File: src/rtl/memwb_stage.sv
// MEM/WB pipeline register: write-back select, branch/jump resolution into a
// registered fetch redirect, and a squash state machine that kills younger bundles.
module memwb_stage #(
  parameter int SQUASH_DEPTH = 3,
  parameter int DW           = 32,
  parameter int RW           = 6
) (
  input  logic          clk,
  input  logic          rst,
  input  logic          in_valid,
  input  logic          stall,
  input  logic          RegWrt_In,
  input  logic          MemtoReg_In,
  input  logic          PCtoReg_In,
  input  logic          BrNeg_In,
  input  logic          BrZ_In,
  input  logic          Jump_In,
  input  logic          JumpMem_In,
  input  logic          Zero_In,
  input  logic          Neg_In,
  input  logic [DW-1:0] ALU_In,
  input  logic [DW-1:0] Data_In,
  input  logic [DW-1:0] PC_In,
  input  logic [DW-1:0] Branch_In,
  input  logic [RW-1:0] RD_In,
  output logic          wb_valid,
  output logic          wb_we,
  output logic [RW-1:0] wb_rd,
  output logic [DW-1:0] wb_data,
  output logic          pc_redirect,
  output logic [DW-1:0] pc_target,
  output logic          squashing,
  output logic [31:0]   retire_count
);

  typedef enum logic {RUN = 1'b0, SQUASH = 1'b1} state_t;

  localparam logic [2:0] DEPTH = 3'(SQUASH_DEPTH);

  state_t        state_r, nextState_s;
  logic [2:0]    squashCnt_r, nextSquashCnt_s;
  logic          accept_s, live_s, taken_s;
  logic [DW-1:0] wbSel_s;

  logic          wbValidNext_s, wbWeNext_s, pcRedirectNext_s;
  logic [RW-1:0] wbRdNext_s;
  logic [DW-1:0] wbDataNext_s, pcTargetNext_s;
  logic [31:0]   retireNext_s;

  assign accept_s = in_valid & ~stall;
  assign live_s   = accept_s & (state_r == RUN);
  assign taken_s  = live_s & (Jump_In | JumpMem_In | (BrZ_In & Zero_In) | (BrNeg_In & Neg_In));

  // State and squash counter register
  always_ff @(posedge clk or posedge rst) begin
    if (rst) begin
      state_r     <= RUN;
      squashCnt_r <= 3'd0;
    end else begin
      state_r     <= nextState_s;
      squashCnt_r <= nextSquashCnt_s;
    end
  end

  // Next-state logic: only accepted bundles advance the squash count
  always_comb begin
    nextState_s     = state_r;
    nextSquashCnt_s = squashCnt_r;
    case (state_r)
      RUN: begin
        if (taken_s) begin
          nextState_s     = SQUASH;
          nextSquashCnt_s = DEPTH;
        end else begin
          nextState_s     = RUN;
        end
      end
      SQUASH: begin
        if (accept_s) begin
          nextSquashCnt_s = squashCnt_r - 3'd1;
          if (squashCnt_r == 3'd1) begin
            nextState_s = RUN;
          end else begin
            nextState_s = SQUASH;
          end
        end else begin
          nextState_s = SQUASH;
        end
      end
      default: begin
        nextState_s     = RUN;
        nextSquashCnt_s = 3'd0;
      end
    endcase
  end

  // Write-back source priority: memory data, then return PC, then ALU
  always_comb begin
    if (MemtoReg_In) begin
      wbSel_s = Data_In;
    end else if (PCtoReg_In) begin
      wbSel_s = PC_In + {{(DW-1){1'b0}}, 1'b1};
    end else begin
      wbSel_s = ALU_In;
    end
  end

  // Output next-values; data fields hold unless a live bundle arrives
  always_comb begin
    wbValidNext_s    = live_s;
    wbWeNext_s       = live_s & RegWrt_In & (RD_In != {RW{1'b0}});
    pcRedirectNext_s = taken_s;
    retireNext_s     = retire_count;
    wbRdNext_s       = wb_rd;
    wbDataNext_s     = wb_data;
    pcTargetNext_s   = pc_target;
    if (live_s) begin
      wbRdNext_s   = RD_In;
      wbDataNext_s = wbSel_s;
      retireNext_s = retire_count + 32'd1;
    end else begin
      retireNext_s = retire_count;
    end
    if (taken_s) begin
      pcTargetNext_s = JumpMem_In ? Data_In : Branch_In;
    end else begin
      pcTargetNext_s = pc_target;
    end
  end

  // Registered outputs
  always_ff @(posedge clk or posedge rst) begin
    if (rst) begin
      wb_valid     <= 1'b0;
      wb_we        <= 1'b0;
      wb_rd        <= {RW{1'b0}};
      wb_data      <= {DW{1'b0}};
      pc_redirect  <= 1'b0;
      pc_target    <= {DW{1'b0}};
      retire_count <= 32'd0;
    end else begin
      wb_valid     <= wbValidNext_s;
      wb_we        <= wbWeNext_s;
      wb_rd        <= wbRdNext_s;
      wb_data      <= wbDataNext_s;
      pc_redirect  <= pcRedirectNext_s;
      pc_target    <= pcTargetNext_s;
      retire_count <= retireNext_s;
    end
  end

  assign squashing = (state_r == SQUASH);

endmodule

File: config.mk
export PLATFORM = sky130hd
export DESIGN_NAME = memwb_stage
export DESIGN_NICKNAME = d
export VERILOG_FILES = /design/src/rtl/memwb_stage.sv
export SDC_FILE = /design/constraint.sdc
export NUM_CORES = 1
export LEC_CHECK = 0
export ABC_AREA = 1
export BUFFER_PORTS_ARGS = -buffer_cell sky130_fd_sc_hd__buf_2
export CORE_ASPECT_RATIO = 1.1
export CORE_MARGIN = 10
export CORE_UTILIZATION = 45
export DETAILED_ROUTE_END_ITERATION = 10
export MAX_ROUTING_LAYER = met4
export PLACE_DENSITY = 0.75
export SYNTH_ARGS = -nofsm -noshare
export SYNTH_HDL_FRONTEND = slang
export SYNTH_SLANG_ARGS = --single-unit
File: constraint.sdc
create_clock -name clk -period 4.2 [get_ports clk]
set_clock_uncertainty 0.05 [all_clocks]
set_input_delay 0.84 -clock clk [delete_from_list [all_inputs] [get_ports clk]]
set_output_delay 0.84 -clock clk [all_outputs]
set_load 0.005 [all_outputs]
==> key figures, run 1 <==
Logic synthesis
  – Largest family of logic cells by synthesized area: simple AND/OR/NAND/NOR gates
  – Adder-cell area share of the yosys netlist: 0.755%
  – Multiplexer share of the synthesized area: 0%
  – XOR/XNOR Fraction of Synth Area: 4.09%
  – Simple-gate share of the synthesized area: 32.7%
  – Synth Area in Compound Gates: 13.2%
  – Post-synth cell types: 38
  – Syn Area/Cell: 7.01 um^2
  – Synth Instances: roughly 950
  – #FFs+latches synth: ~110
  – Async S/R FF share, synth: 100%
  – Ys flop type: dfrtp_1
  – Net Count, Synth: 1097
  – Seq/Total Area, Yosys: 41.1%
  – YS warnings: 0
  – Mapped Area: 6630 um^2
  – Post-synth EDFFs: 0

Clocking
  – # resized after CTS: 0
  – Clk Latency, worst-skew pair: 0.35 ns
  – CTS tree: built
  – Clock slew at reported path FFs: 0.07 ns
  – CTS Hold Bufs: 0
  – Clock buffer depth: 2
  – CTS sink cnt: 109
  – Clk root buf: clkbuf_16
  – Setup Fix Bufs, Post-CTS: 0
  – Htree depth: 3
  – CTS buffer count: 9

Power
  – Final total power: 3.77 mW
  – P per Cell Area: 452 nW/um^2
  – IR drop worst, VDD: 0.218 mV
  – Static Leak: 4.51 nW

Timing
  – F_max: ~0.47 GHz
  – Final setup vio count: 0
  – Worst Slack Setup Final: 2.08 ns
  – Crit share post-route: approximately half
  – Final hold vios: 0
  – Fin. max-slew vios: 0
  – Max_slew headroom: 49.2%
  – Slew @ Worst Pin: 0.761 ns
  – Final min period: 2.12 ns
  – Setup tns final: 0 ns
  – RSZ-0062 raised after global routing: false

Layout
  – Layout Nets: 1329
  – Finished Core Util: 57.7%
  – Antenna Diode Count: 0
  – Area Overhead vs Synth: 25.7%
  – Fill cells: approximately 1400
  – Non-Filler Instances: 1375
  – Share of cells above drive strength 1: 26.6%

Global route
  – Initial antenna violation count: 0
  – Overflow after GRT: 0
  – Tot GR Track Use: a little under a quarter
  – Met3 usage in global routing: 4.43%
  – Vias in the first global route: 6744
  – Gr busiest metal: met2
  – Pin count of the biggest net entering global routing: 78
  – First-pass GRT wire length: 35400 um
  – Met1 usage: ~29%
  – Met2 usage: ~37%

Die
  – Std cell rows: 46
  – Die area: 20000 um^2
  – Ports: 253
  – Initial Utilization: 45.9%
  – Die span in x: 136 um
  – Area of the core: 14400 um^2
  – Chip height: around 150 um

Critical path
  – Critical Path Max Stage Delay: 0.38 ns
  – Reg2reg start: squashing
  – CP Capture Point: retire_count[28]
  – Crit path DAT: 2.31 ns
  – Setup crit start kind: input pin
  – Worst setup startpoint: stall
  – CP required: about 4.4 ns
  – Critical path buffers and inverters: 3
  – Worst-path fanout max: 41
  – R2R depth: 9
  – Crit end category: flip-flop
  – R2r setup slk: 2.31 ns
  – Stages on the worst setup path: 10
  – Reg2reg end: retire_count[28]
  – Delay-heaviest family, CP: simple AND/OR/NAND/NOR gates
  – Critical-path top delay cell: buf_4
  – Setup CP Type: in -> reg
  – Crit-path cells: buf_2 > nor2_4 > nand2_2 > inv_2 > buf_4 > nand2_2 > nor2_4 > nand3_1 > o21ai_1 > nand2_1

Placed design
  – Placed Cells incl. Taps: 1359
  – RePlAce Congestion: 0.956
  – Port buffer count: 252
  – Placement Setup Slack: 1.70 ns
  – Placed wire-length estimate: 18200 um

Worst hold path
  – Worst hold path class: reg -> reg

Drt
  – Routed length per placed instance: 16.5 um
  – Remaining DRCs: 0
  – Routed via count: 6795
  – Final WL: 22700 um
  – Final ANT Viol Nets: 0
  – Vias/cell: 4.94
  – 1st-iter DRT viols: 497
  – First-pass DRT Iterations: 6

Job
  – Max-cap violations: 0

Outcome
  – Status: completed
==> layout by cell type, fill, tap and decap left out, types with 8 or more instances in the layout <==
master,netlist,layout
a21boi_0,8,8
a21boi_1,8,8
a21oi_1,37,37
a2bb2oi_1,8,8
buf_2,10,252
clkbuf_16,0,9
dfrtp_1,109,109
inv_1,98,97
nand2_1,281,280
nand3_1,45,45
nor2_1,125,125
o21ai_0,86,86
or2_2,17,17
xnor2_1,9,9
xor2_1,22,22
==> worst min-delay path by stage <==
stage / slack (ns) / start / to / depth (start not counted)
2_1_floorplan: 0.42 / wb_rd[0] / wb_rd[0] / 2
5_1_grt: 0.44 / pc_target[3] / pc_target[3] / 2
4_1_cts: 0.43 / wb_rd[2] / wb_rd[2] / 2
3_5_place_dp: 0.41 / wb_rd[0] / wb_rd[0] / 2
3_3_place_gp: 0.41 / pc_target[22] / pc_target[22] / 2
6_report: 0.43 / wb_rd[0] / wb_rd[0] / 2
==> Yosys cell counts, types with 5 or more instances <==
cell       number  area [um^2]
nand2_1       281         1050
nor2_1        125          469
dfrtp_1       109         2730
inv_1          98          368
o21ai_0        86          430
nand3_1        45          225
a21oi_1        37          185
clkbuf_1       23         86.3
xor2_1         22          193
or2_2          17          106
buf_2          10         50.1
xnor2_1         9         78.8
a21boi_0        8         60.1
a21boi_1        8         60.1
a2bb2oi_1       8         70.1
nand4_1         7         43.8
nand2_2         6         37.5
nor3_1          5         25.0
==> cells by family after synthesis <==
logic type | Yosys count
adders and majority gates | 4
buffers and inverters | 137
AOI/OAI and AO/OA | 158
xor gates and xnor gates | 31
and+or+nand+nor | 507
DFF | 109
==> flip-flops by register name (all words and copies together) (netlist names) <==
register	count
pc_redirect	1
pc_target	32
retire_count	32
squashCnt_r	3
squashing	1
wb_data	32
wb_rd	6
wb_valid	1
wb_we	1
==> metal layers <==
metal | wire length, um | up-vias
met1 | 9660 | 3049
met5 | 0 | -
met2 | 11000 | 267
met4 | 436 | 0
met3 | 1620 | 31
li1 | - | 3448
==> area by class of cell <==
class,count,area (um^2),area share [%]
multi-input cells,700,3370,40.4
flip-flops and latches,109,2730,32.7
repair buffers,259,1330,15.9
inverters,99,374,4.49
well taps,192,240,2.88
clock buffers,10,229,2.75
clock inverters,6,71.3,0.855
==> tightest hold or removal path: stages, from the launching register on <==
cell and delay, ns:
dfrtp_1 0.34, nand2_1 0.05, nand2_1 0.05
==> per-stage QoR <==
step / hold slack [ns] / cell area, um^2
after floorplan: 0.422 / 6630
after global placement: 0.410 / 8040
after detailed placement: 0.414 / 8040
after CTS: 0.434 / 8340
after global routing: 0.442 / 8340
final: 0.430 / 8340
==> power breakdown <==
group | switching (mW) | total, mW | leakage [nW] | internal (mW)
combinational | 0.651 | 1.24 | 3.02 | 0.587
clock | 0.406 | 0.876 | 0.145 | 0.470
sequential | 0.232 | 1.65 | 1.34 | 1.42
total | 1.29 | 3.77 | 4.51 | 2.48
No activity file was read; power rests on OpenSTA's default activity.
==> run 2: changes to the inputs <==
--- a/config.mk
+++ b/config.mk
@@ -5,14 +5,14 @@
 export SDC_FILE = /design/constraint.sdc
 export NUM_CORES = 1
 export LEC_CHECK = 0
-export ABC_AREA = 1
+export ABC_AREA = 0
 export BUFFER_PORTS_ARGS = -buffer_cell sky130_fd_sc_hd__buf_2
 export CORE_ASPECT_RATIO = 1.1
 export CORE_MARGIN = 10
 export CORE_UTILIZATION = 45
 export DETAILED_ROUTE_END_ITERATION = 10
 export MAX_ROUTING_LAYER = met4
-export PLACE_DENSITY = 0.75
+export PLACE_DENSITY = 0.78
 export SYNTH_ARGS = -nofsm -noshare
 export SYNTH_HDL_FRONTEND = slang
 export SYNTH_SLANG_ARGS = --single-unit
==> constraint.sdc (replaced) <==
create_clock -name clk -period 2.2 [get_ports clk]
set_clock_uncertainty 0.05 [all_clocks]
set_input_delay 0.44 -clock clk [delete_from_list [all_inputs] [get_ports clk]]
set_output_delay 0.44 -clock clk [all_outputs]
set_load 0.005 [all_outputs]
==> run 2 against run 1 <==
Net effect: die area decreased by 13%; total power increased by 88%; via count decreased by 21%; synthesized cell count decreased by 38%; clock power increased by 79%; worst hold slack got worse by 0.24 ns; sequential power increased by 91%; area after synthesis decreased by 15%; setup slack got worse by 2.0 ns; combinational power increased by 89%; final cell count decreased by 28%; utilization increased by 3.4 points; largest power group unchanged.
==> key figures, run 2 <==
Die
  – Area of the core: 12100 um^2 (-16%)
  – Std cell rows: 42 (-8.7%)
  – Die area: 17400 um^2 (-13%)
  – Chip height: 137 um (-6.9%)
  – Ports: 253 (unchanged)
  – Die span in x: 127 um (-6.8%)
  – Initial Utilization: 46.3% (+0.35 points)

Layout
  – Layout Nets: 983 (-26%)
  – Final Cell Area: 7420 um^2 (-11%)
  – Top flop regs: pc_target: 32 flops, retire_count: 32 flops, wb_data: 32 flops
  – Commonest non-fill, non-tap cell in the layout: buf_2
  – Finished Core Util: 61.1% (+3.4 points)
  – Share of cells above drive strength 1: 35.4% (+8.7 points)
  – Fill cells: 1050 (-26%)
  – Antenna Diode Count: 0 (unchanged)
  – Commonest cells after routing, fill and taps aside: buf_2 (252), dfrtp_1 (109), nor2_1 (79)
  – Area Overhead vs Synth: 32.2%

Drt
  – 1st-iter DRT viols: 378 (-24%)
  – Routed via count: 5355 (-21%)
  – Remaining DRCs: 0 (unchanged)
  – Routed length per placed instance: 19.6 um (+19%)
  – Final ANT Viol Nets: 0 (unchanged)
  – Final WL: 19400 um (-14%)
  – First-pass DRT Iterations: 6 (unchanged)
  – Vias/cell: 5.40 (+9.3%)

Power
  – Part of the power in the clock network: 22.2% (-1.1 points)
  – Sw Share: 34.4% (+0.17 points)
  – Part of the power in registers: 44.6% (+0.8 points)
  – Final total power: 7.06 mW (+88%)
  – Switching power: 2.43 mW (+89%)
  – IR drop worst, VDD: 0.506 mV (+130%)
  – Int Power: 4.63 mW (+87%)
  – P per Cell Area: 952 nW/um^2 (+110%)
  – Combinational cell fraction of total power: 33.2% (+0.3 points)
  – Static Leak: 3.64 nW (-19%)

Critical path
  – Critical-path top delay cell: or3b_2
  – Crit path DAT: 2.32 ns (about the same)
  – Critical Path Max Stage Delay: 0.58 ns (+0.20 ns)
  – Setup CP Type: reg -> reg
  – Setup crit start kind: flip-flop
  – Crit-path cells: or3b_2 > inv_4 > nand3_4 > or3_1 > nor2_1 > xor2_1
  – Crit end category: flip-flop
  – CP required: 2.41 ns (-1.98 ns)
  – Worst setup startpoint: squashing
  – R2R depth: 6 (-3)
  – Reg2reg start: squashing
  – Worst-path fanout max: 5 (-88%)

Global route
  – Initial antenna violation count: 0 (unchanged)
  – Tot GR Track Use: 22.0% (-0.81 points)
  – Overflow after GRT: 0 (unchanged)
  – Pin count of the biggest net entering global routing: 110 (+41%)
  – Vias in the first global route: 5737 (-15%)
  – First-pass GRT wire length: 29900 um (-16%)

Timing
  – Fin. max-slew vios: 0 (unchanged)
  – F_max: 0.475 GHz
  – Setup tns final: 0 ns (unchanged)
  – RSZ-0062 raised after global routing: false
  – Final min period: 2.11 ns
  – Max_slew headroom: 25.5% (-24 points)
  – Slew @ Worst Pin: 1.11 ns (+0.352 ns)
  – Final setup vio count: 0 (unchanged)
  – Crit share post-route: 95.7%
  – Final hold vios: 0 (unchanged)

Logic synthesis
  – Async S/R FF share, synth: 100% (unchanged)
  – Synth area leader: dfrtp_1
  – Post-synth cell types: 48 (+26%)
  – Most common cell in the netlist: dfrtp_1
  – Post-synth EDFFs: 0 (unchanged)
  – Seq/Total Area, Yosys: 48.6% (+7.4 points)
  – Mapped Area: 5620 um^2 (-15%)
  – Net Count, Synth: 736 (-33%)
  – Synth cell count leaders: dfrtp_1 (109), nor2_1 (79), a21oi_1 (55), nand2_1 (52), xor2_1 (35)
  – Synth top area cells: dfrtp_1 (49%), mux2i_1 (6.1%), xor2_1 (5.5%)
  – #FFs+latches synth: 109 (unchanged)
  – Synth Instances: 585 (-38%)
  – YS warnings: 0 (unchanged)
  – Ys flop type: dfrtp_1
  – Area fraction of the dominant cell type after synthesis: 48.6% (+7.4 points)
  – Syn Area/Cell: 9.60 um^2 (+37%)

Outcome
  – Status: completed

Clocking
  – Clk root buf: clkbuf_16
  – Clk Latency, worst-skew pair: 0.34 ns (about the same)
  – Clock buffer depth: 2 (unchanged)
  – CTS buffer count: 9 (unchanged)
  – CTS sink cnt: 109 (unchanged)
  – Htree depth: 3 (unchanged)
  – Clock slew at reported path FFs: 0.07 ns (about the same)
  – CTS tree: built

Placed design
  – Placed inst area: 7130 um^2 (-11%)
  – RePlAce Congestion: 0.818 (-14%)
  – Port buffer count: 252 (unchanged)
  – Placed wire-length estimate: 15200 um (-16%)

Job
  – Max-cap violations: 0 (unchanged)

Worst hold path
  – Worst hold path class: in -> async
[run 2: cell count changes after synthesis, moves of 19 or more]
cell      before  now
inv_1         98    7
o22ai_1        0   19
mux2i_1        0   34
o21ai_0       86   11
nor2_1       125   79
nand2_1      281   52
a221oi_1       0   19
[run 2: logic make-up after synthesis]
family                   Yosys count  synth area share, %
AND/OR/NAND/NOR                  216                 18.5
AO/OA/AOI/OAI                    123                 13.9
flip-flops                       109                 48.6
XOR/XNOR                          57                 8.89
buffers and inverters             41                 3.01
multiplexers                      35                 6.26
adder cells (fa/ha/maj)            4                0.891
[run 2: layer usage]
metal | wire, um | global-route usage (%) | up-vias
li1 | - | - | 2581
met1 | 7720 | 24.8 | 2524
met2 | 9830 | 37.4 | 224
met3 | 1580 | 6.77 | 26
met4 | 312 | 5.63 | 0
met5 | 0 | - | -
[run 2: timing repair]
action	CTS	global route
hold endpoints to repair	0	0
hold buffers	0	0
endpoints found under the setup margin	0	1
setup buffers	0	0
resized for setup	0	1
[run 2: final cells by class]
type                       instances  area [um^2]  share of cell area, %
timing repair buffer             269         1440                   19.4
clock buffer                      10          239                   3.22
tap                              154          193                   2.60
sequential                       109         2730                   36.8
inverter                           8         36.3                  0.489
multi-input combinational        435         2740                   36.9
clock inverter                     6         47.5                  0.641
[run 2: power by group through the flow]
| stage | combinational [mW] | clock (mW) | sequential (mW) |
|---|---|---|---|
| 4_1_cts | 2.39 | 1.60 | 3.15 |
| 2_1_floorplan | 1.00 | 0 | 3.20 |
| 3_3_place_gp | 2.30 | 0 | 3.15 |
| 6_report | 2.34 | 1.57 | 3.15 |
| 5_1_grt | 2.61 | 1.68 | 3.24 |
| 3_5_place_dp | 2.39 | 0 | 3.17 |
[run 2: path summary, 6_finish.rpt]
check | slack, ns | endpoint
setup reg to reg | 0.09 | retire_count[20]
setup / recovery | 0.09 | retire_count[20]
min in group clk | 0.25 | wb_rd[3]
max in group asynchronous | 1.45 | wb_data[17]
hold / removal | 0.19 | squashCnt_r[2]
hold reg to reg | 0.43 | wb_rd[2]
[run 2: per-stage QoR]
step	cells	hold slack [ns]	worst slack (ns)
2_1_floorplan	585	0.418	0.225
3_3_place_gp	975	0.407	-0.00797
3_5_place_dp	975	0.413	-0.0542
4_1_cts	991	0.239	0.0721
5_1_grt	991	0.249	0.0197
6_report	991	0.186	0.0942
[run 2: critical path: cells and delay by family, from the launching register on]
family        cells  cell delay (ns)
xor+xnor          1             0.17
buf+inv           1             0.12
flops             1             0.39
simple gates      4             1.29
==> run 3: changes to the inputs <==
--- a/config.mk
+++ b/config.mk
@@ -12,7 +12,7 @@
 export CORE_UTILIZATION = 45
 export DETAILED_ROUTE_END_ITERATION = 10
 export MAX_ROUTING_LAYER = met4
-export PLACE_DENSITY = 0.78
+export PLACE_DENSITY = 0.77
 export SYNTH_ARGS = -nofsm -noshare
 export SYNTH_HDL_FRONTEND = slang
 export SYNTH_SLANG_ARGS = --single-unit
==> run 3 against run 2 <==
Net effect: utilization is 0.75 points higher; worst hold slack worse by 0.0024 ns; critical path type unchanged; critical endpoint is now retire_count[22]; flip-flop and latch count stayed put.
==> key figures, run 3 (synthesized netlist as in run 2, its figures left out) <==
Outcome
  – Status: completed

Drt
  – Top sig layer: met4
  – Remaining DRCs: 0 (unchanged)
  – Final WL: 19100 um (-1.8%)
  – Vias/cell: 5.42 (+0.38%)
  – Routed via count: 5419 (+1.2%)
  – M1 WL: 7790 um (+0.87%)
  – Met3 WL post-DR: 1370 um (-13%)
  – Final ANT Viol Nets: 0 (unchanged)
  – First-pass DRT Iterations: 5 (-1)
  – 1st-iter DRT viols: 364 (-3.7%)
  – Routed met2 length: 9570 um (-2.7%)
  – Routed length per placed instance: 19.1 um (-2.6%)

Timing
  – Crit share post-route: 92.2% (-3.5 points)
  – Setup tns final: 0 ns (unchanged)
  – Fin. max-slew vios: 0 (unchanged)
  – Final hold vios: 0 (unchanged)
  – F_max: 0.493 GHz (+3.8%)
  – Final min period: 2.03 ns (-0.0769 ns)
  – RSZ-0062 raised after global routing: false
  – Slew @ Worst Pin: 1.10 ns (-0.0100 ns)
  – Final setup vio count: 0 (unchanged)
  – Worst Slack Setup Final: 0.171 ns (+0.0769 ns)
  – Max_slew headroom: 26.2% (+0.67 points)

Layout
  – Area of the multi-input gates: 2740 um^2 (+0.18%)
  – Final Cell Area: 7510 um^2 (+1.2%)
  – Commonest cells after routing, fill and taps aside: buf_2 (252), dfrtp_1 (109), nor2_1 (79)
  – Top flop regs: pc_target: 32 flops, retire_count: 32 flops, wb_data: 32 flops
  – Non-Filler Instances: 999 (+0.81%)
  – FF+latch area: 2730 um^2 (unchanged)
  – Fill cells: 1072 (+2.1%)
  – Area Overhead vs Synth: 33.8%
  – Share of cells above drive strength 1: 35.7% (+0.31 points)
  – Layout Nets: 988 (+0.51%)
  – Commonest non-fill, non-tap cell in the layout: buf_2

Clocking
  – Clock slew at reported path FFs: 0.07 ns (about the same)
  – Clk Latency, worst-skew pair: 0.34 ns (about the same)
  – Clock buffer depth: 2 (unchanged)
  – CTS tree: built
  – Htree depth: 3 (unchanged)
  – CTS sink cnt: 109 (unchanged)
  – CTS Hold Bufs: 0 (unchanged)
  – Clk root buf: clkbuf_16
  – CTS buffer count: 9 (unchanged)

Placed design
  – Placement Setup Slack: -0.0473 ns (+0.00688 ns)
  – Placed Cells incl. Taps: 980 (+0.51%)
  – RePlAce Congestion: 0.904 (+11%)
  – Port buffer count: 252 (unchanged)
  – Placed inst area: 7170 um^2 (+0.60%)
  – Placed wire-length estimate: 15000 um (-1.2%)

Critical path
  – Crit end category: flip-flop
  – CP required: 2.41 ns (about the same)
  – Worst-path fanout max: 5 (unchanged)
  – Setup CP Type: reg -> reg
  – Crit path DAT: 2.24 ns (-0.08 ns)
  – R2r setup slk: 0.17 ns (+0.08 ns)
  – Setup crit start kind: flip-flop
  – Reg2reg end: retire_count[22]
  – R2R depth: 6 (unchanged)
  – Reg2reg start: squashing

Global route
  – Overflow after GRT: 0 (unchanged)
  – Tot GR Track Use: 21.5% (-0.51 points)
  – First-pass GRT wire length: 29300 um (-2.1%)
  – Vias in the first global route: 5546 (-3.3%)
  – Initial antenna violation count: 2 (+2)
  – Pin count of the biggest net entering global routing: 110 (unchanged)

Die
  – Initial Utilization: 46.3% (unchanged)
  – Die area: 17400 um^2 (unchanged)
  – Std cell rows: 42 (unchanged)
  – Area of the core: 12100 um^2 (unchanged)
  – Die span in x: 127 um (unchanged)
  – Ports: 253 (unchanged)
  – Chip height: 137 um (unchanged)

Power
  – Part of the power in the clock network: 24.5% (+2.3 points)
  – Switching power: 2.37 mW (-2.3%)
  – Combinational cell fraction of total power: 32.4% (-0.8 points)
  – Part of the power in registers: 43.0% (-1.6 points)
  – Int Power: 4.89 mW (+5.6%)
  – Sw Share: 32.7% (-1.7 points)
  – IR drop worst, VDD: 0.464 mV (-8.4%)
  – Static Leak: 3.70 nW (+1.7%)
  – P per Cell Area: 967 nW/um^2 (+1.6%)

Job
  – Max-cap violations: 0 (unchanged)

Worst hold path
  – Worst hold path class: in -> async
run 3: stage by stage:
step | utilization, % | hold WS (ns) | power (mW)
finish | 61.9 | 0.184 | 7.27
floorplan | - | 0.418 | 4.21
global route | 61.8 | 0.256 | 7.73
CTS | 61.7 | 0.242 | 7.33
global placement | 59.0 | 0.406 | 5.47
detailed placement | 59.0 | 0.415 | 5.55
run 3: repair_timing:
item / 4_1_cts / 5_1_grt
endpoints found under the setup margin: 0 / 1
hold endpoints to repair: 0 / 0
buffers inserted: 0 / 0
resized for setup: 0 / 1
run 3: power by group through the flow:
stage | Clock [mW] | Combinational (mW) | Sequential, mW
floorplan | 0 | 1.00 | 3.20
global placement | 0 | 2.33 | 3.14
detailed placement | 0 | 2.40 | 3.15
CTS | 1.81 | 2.39 | 3.13
global route | 1.89 | 2.63 | 3.22
finish | 1.78 | 2.36 | 3.13
run 3: worst max path at each step:
stage,startpoint,endpoint,cells past startpoint
floorplan,squashing,retire_count[26],7
global placement,stall,retire_count[26],7
detailed placement,stall,retire_count[26],7
CTS,squashing,retire_count[26],6
global route,squashing,retire_count[21],6
finish,squashing,retire_count[22],6
run 3: layer usage:
layer	GRT usage [%]	vias to the layer above
met1	25.4	2541
met4	7.15	0
li1	-	2597
met2	35.6	248
met5	-	-
met3	4.99	33
run 3: worst max-delay path: stages (launching register included):
cell and delay (ns):
dfrtp_1 0.37, or3b_2 0.56, inv_4 0.11, nand3_4 0.11, or3_1 0.43, nor2_1 0.16, xor2_1 0.17
run 3: layout make-up:
cell class / instances / share of cell area, %
multi-input combinational: 435 / 36.5
inverter: 8 / 0.483
antenna: 4 / 0.133
sequential: 109 / 36.3
clock inverter: 3 / 0.916
tap: 154 / 2.56
timing repair buffer: 274 / 19.7
clock buffer: 12 / 3.41
